$ cat src/rtl/nibble_serial_adder.sv
// nibble_serial_adder: WIDTH-bit adder/subtractor that reuses one 4-bit
// ripple-carry slice, processing one nibble per clock from LSB to MSB.
// Subtraction is A + ~B + 1, so sum[WIDTH] is the no-borrow flag.

// 4-bit ripple-carry slice; bit 4 of sum is the carry-out.
module rca4b (
    input  logic [3:0] inA,
    input  logic [3:0] inB,
    input  logic       cin,
    output logic [4:0] sum
);

    assign sum = {1'b0, inA} + {1'b0, inB} + {4'b0000, cin};

endmodule

// State table:
//   IDLE | waiting for start; operands are latched when start is seen
//   RUN  | one nibble per cycle through the slice, idx selects the nibble
//   DONE | result already on sum/ovf; done pulses for this single cycle
module nibble_serial_adder #(
    parameter int WIDTH = 16
) (
    input  logic             clk,
    input  logic             rst,
    input  logic             start,
    input  logic             op_sub,
    input  logic [WIDTH-1:0] inA,
    input  logic [WIDTH-1:0] inB,
    input  logic             cin,
    output logic             busy,
    output logic             done,
    output logic [WIDTH:0]   sum,
    output logic             ovf
);

    localparam int N     = WIDTH / 4;
    localparam int IDX_W = (N > 1) ? $clog2(N) : 1;

    typedef enum logic [1:0] {
        IDLE = 2'd0,
        RUN  = 2'd1,
        DONE = 2'd2
    } state_t;

    state_t           state;
    logic [WIDTH-1:0] opA;
    logic [WIDTH-1:0] opB;
    logic [WIDTH-1:0] acc;
    logic [WIDTH-1:0] acc_next;
    logic             carry;
    logic [IDX_W-1:0] idx;
    logic [3:0]       nib_a;
    logic [3:0]       nib_b;
    logic [4:0]       slice_sum;
    logic             last;

    assign nib_a = opA[{idx, 2'b00} +: 4];
    assign nib_b = opB[{idx, 2'b00} +: 4];
    assign last  = (idx == IDX_W'(N - 1));

    rca4b u_slice (
        .inA (nib_a),
        .inB (nib_b),
        .cin (carry),
        .sum (slice_sum)
    );

    // Accumulator with the current slice nibble merged in; on the last
    // nibble this is the complete low WIDTH bits of the result.
    always_comb begin
        acc_next = acc;
        acc_next[{idx, 2'b00} +: 4] = slice_sum[3:0];
    end

    // Sequencer: operand capture, nibble stepping, result publish, done pulse.
    always_ff @(posedge clk) begin
        if (rst) begin
            state <= IDLE;
            busy  <= 1'b0;
            done  <= 1'b0;
            sum   <= '0;
            ovf   <= 1'b0;
            idx   <= '0;
            carry <= 1'b0;
            opA   <= '0;
            opB   <= '0;
            acc   <= '0;
        end else begin
            case (state)
                IDLE: begin
                    done <= 1'b0;
                    if (start) begin
                        opA   <= inA;
                        opB   <= op_sub ? ~inB : inB;
                        carry <= op_sub ? 1'b1 : cin;
                        idx   <= '0;
                        acc   <= '0;
                        busy  <= 1'b1;
                        state <= RUN;
                    end
                end
                RUN: begin
                    acc   <= acc_next;
                    carry <= slice_sum[4];
                    if (last) begin
                        // Partial results never reach sum; publish only here.
                        sum   <= {slice_sum[4], acc_next};
                        ovf   <= (opA[WIDTH-1] == opB[WIDTH-1]) &&
                                 (slice_sum[3] != opA[WIDTH-1]);
                        idx   <= '0;
                        done  <= 1'b1;
                        state <= DONE;
                    end else begin
                        idx <= idx + IDX_W'(1);
                    end
                end
                DONE: begin
                    done  <= 1'b0;
                    busy  <= 1'b0;
                    state <= IDLE;
                end
                default: begin
                    done  <= 1'b0;
                    busy  <= 1'b0;
                    state <= IDLE;
                end
            endcase
        end
    end

endmodule

$ cat config.mk
export PLATFORM = sky130hd
export DESIGN_NAME = nibble_serial_adder
export DESIGN_NICKNAME = d
export VERILOG_FILES = /design/src/rtl/nibble_serial_adder.sv
export SDC_FILE = /design/constraint.sdc
export NUM_CORES = 1
export LEC_CHECK = 0
export BUFFER_PORTS_ARGS = -buffer_cell sky130_fd_sc_hd__buf_2
export CAP_MARGIN = 20
export CORE_MARGIN = 2
export CORE_UTILIZATION = 56
export DETAILED_ROUTE_END_ITERATION = 8
export PLACE_DENSITY_LB_ADDON = 0.08
export SYNTH_ARGS = -nofsm -noshare
export SYNTH_HDL_FRONTEND = slang
export SYNTH_SLANG_ARGS = --single-unit
$ cat constraint.sdc
create_clock -name clk -period 3.8 [get_ports clk]
set_input_delay 0.76 -clock clk [delete_from_list [all_inputs] [get_ports clk]]
set_output_delay 0.76 -clock clk [all_outputs]
set_load 0.01 [all_outputs]
==> results.toml <==
[cts]
htreeDepth = 3
cts_sinks = 73
cts_resized = 0
cts-root-buf = "clkbuf_8"
clockBufferDepth = 2
cts_tree = "done"
clk_latency_ns = 0.35
numCtsBuffers = 9
path_clk_slew_ns = 0.08
hold_buffers = 0
cts_setup_buffers = 0

[synthesis]
yosysSeqAreaShare_pct = 43.6
synth_ff_type = "dfxtp_1"
synth_top_family_by_area = "compound AO/OA/AOI/OAI gates"
yosys.area.top_type = "dfxtp_1"
syn_area_um2 = 3350
synth-seq-cells = 73
synth_compound_gate_area_share_pct = 20.0
yosys_warnings = 0
synthAdderAreaFrac_pct = 4.56
synth_xor_area_share_pct = 4.44
synthCells = 355
synth-simple-area-share_pct = 17.1
synthMuxAreaShare_pct = 5.38
synth_top_area_share_pct = 43.6
synthTopCellsByCount = "dfxtp_1 (73), nor2_1 (42), nand2_1 (37)"
synth_area_per_cell_um2 = 9.44
synth.most_common_cell = "dfxtp_1"
synth-edff-count = 0
ys_types = 41
synth-async-reset-ratio_pct = 0
ys_top_cells_by_area = "dfxtp_1 (44%), a211oi_1 (6.9%), mux4_2 (5.4%), a21oi_1 (5.1%), nor2_1 (4.7%)"
synth_fp_nets = 403

[timing]
fmax_mhz = 314
setup_tns_ns = 0
final-hold-violation-count = 0
rsz0062_at_grt = "false"
period_needed_ns = 3.18
worstMarginPinSlew_ns = 0.883
post-route-period-util_pct = 83.8
setup_viol = 0
fin_skew_ns = 0.00703
slew_viol_final = 0
slew_headroom_pct = 41.1

[finish]
final_area_um2 = 3850
num-nets-final = 447
diodes = 0
instances_no_fill = 479
nFillCells = 510
drive_gt1_share_pct = 22.8
area_growth_pct = 14.9

[routing]
dr.pass1.iters = 4
num_vias = 2610
via_per_inst = 5.45
drc = 0
wirelength_um = 7020
drt-initial-drc-count = 126
routedWlPerCell_um = 14.7
drtAntennaViolNets = 0

[run_status]
outcome = "complete, no violations"

[worst_setup_path]
path_class = "reg2reg"
crit_fanout = 17
end_kind = "flip-flop"
slowest_stage = "dfxtp_1"
cp_cell_sequence = "mux4_2 > fa_1 > fa_1 > xor2_1 > and2_1 > a22o_1"
cp_data_arrival_time_ns = 3.48
cpMostUsedCell = "fa_1"
start_kind = "flip-flop"
cp.required_ns = 4.10
crit_path_max_incr_delay_ns = 0.84

[floorplanning]
start_util_pct = 57.3
fp.dieArea_um2 = 6620
die_h_um = 81.4
boundaryPins = 57
die-width_um = 81.4
fp-row-count = 28
core_um2 = 5850

[place]
dp.cells = 463
place_area_um2 = 3620
portBuffers = 56
place.gp.congestion = 0.828
dp_hpwl_um = 5000

[pwr]
irDropWorstVdd_mv = 0.320
p_leak_nw = 1.53
power.density_nw_per_um2 = 450

[global_route]
grt-ovfl-total = 0
first_global_vias = 2273
grt_pass1_wl_um = 11200
track_usage_pct = 22.7
grt_start_max_net_pins = 61
antenna_found_initial = 0

[job]
maxCapViolations = 0

[min_path]
hp-class = "reg2reg"
logic make-up (layout without fill, tap and decap cells):
logic type | Yosys count | after routing
multiplexers | 8 | 8
flip-flops | 73 | 73
XOR/XNOR | 17 | 17
AO/OA/AOI/OAI | 96 | 96
AND/OR/NAND/NOR | 118 | 118
adder cells (fa/ha/maj) | 11 | 11
buffers and inverters | 32 | 81
report_power, final:
group / total (mW) / switching [mW] / internal [mW] / leakage [nW]
Clock: 0.685 / 0.297 / 0.388 / 0.105
Combinational: 0.226 / 0.126 / 0.0995 / 0.826
Sequential: 0.822 / 0.0249 / 0.797 / 0.595
Total: 1.73 / 0.448 / 1.28 / 1.53
layer usage:
metal  global-route usage (%)  routed length (um)  vias up
li1                         -                   -     1351
met1                     27.7                3140     1193
met2                     38.4                3450       55
met3                     5.33                 299       11
met4                     8.98                 128        0
met5                        0                   0        -
final timing paths:
kind                from      end  slack [ns]  cells past startpoint
hold reg to reg     done     done        0.45                      1
hold / removal      done     done        0.45                      1
setup reg to reg  idx[0]  acc[14]        0.62                      6
setup / recovery  idx[0]  acc[14]        0.62                      6
area by class of cell:
type / count / area [um^2] / area share [%]
flip-flops and latches: 73 / 1460 / 38.0
clock buffers: 10 / 138 / 3.57
multi-input cells: 250 / 1730 / 45.0
clock inverters: 6 / 91.3 / 2.37
inverters: 4 / 15.0 / 0.390
well taps: 75 / 93.8 / 2.44
repair buffers: 61 / 318 / 8.25
critical path: cells and delay by family, from the launching register on:
family	cells	cell delay, ns
AOI/OAI and AO/OA	1	0.16
and+or+nand+nor	1	0.26
xor gates and xnor gates	1	0.38
DFF	1	0.84
muxes	1	0.62
adders and majority gates	2	0.88
registers in the layout, indices dropped and copies added, names as in the netlist:
register  cells
sum          17
acc          16
opA          16
opB          16
idx           2
state         2
busy          1
carry         1
done          1
ovf           1
metrics by stage:
step | hold WS [ns] | power, mW | util [%] | setup WS (ns)
after floorplan | 0.433 | 1.00 | - | 0.952
after global placement | 0.430 | 1.06 | 61.9 | 0.680
after detailed placement | 0.436 | 1.07 | 61.9 | 0.600
after CTS | 0.453 | 1.74 | 65.8 | 0.583
after global routing | 0.477 | 1.81 | 65.8 | 0.347
final | 0.450 | 1.73 | 65.8 | 0.615
cell usage in the layout, fill, tap and decap left out, types with 2 or more instances in the layout:
master,Yosys,final
a211oi_1,31,31
a21o_1,3,3
a21oi_1,34,34
a22o_1,12,12
a22oi_1,2,2
a311oi_1,4,4
a32o_1,4,4
and2_1,4,4
buf_2,8,56
buf_4,4,5
bufinv_16,0,2
clkbuf_8,0,10
clkinvlp_4,0,3
dfxtp_1,73,73
fa_1,2,2
ha_1,9,9
inv_1,4,4
mux4_2,8,8
nand2_1,37,37
nand2b_1,6,6
nand3_1,5,5
nor2_1,42,42
nor2b_1,14,14
nor4bb_1,2,2
xnor2_1,16,16
No activity file was read; power rests on OpenSTA's default activity.
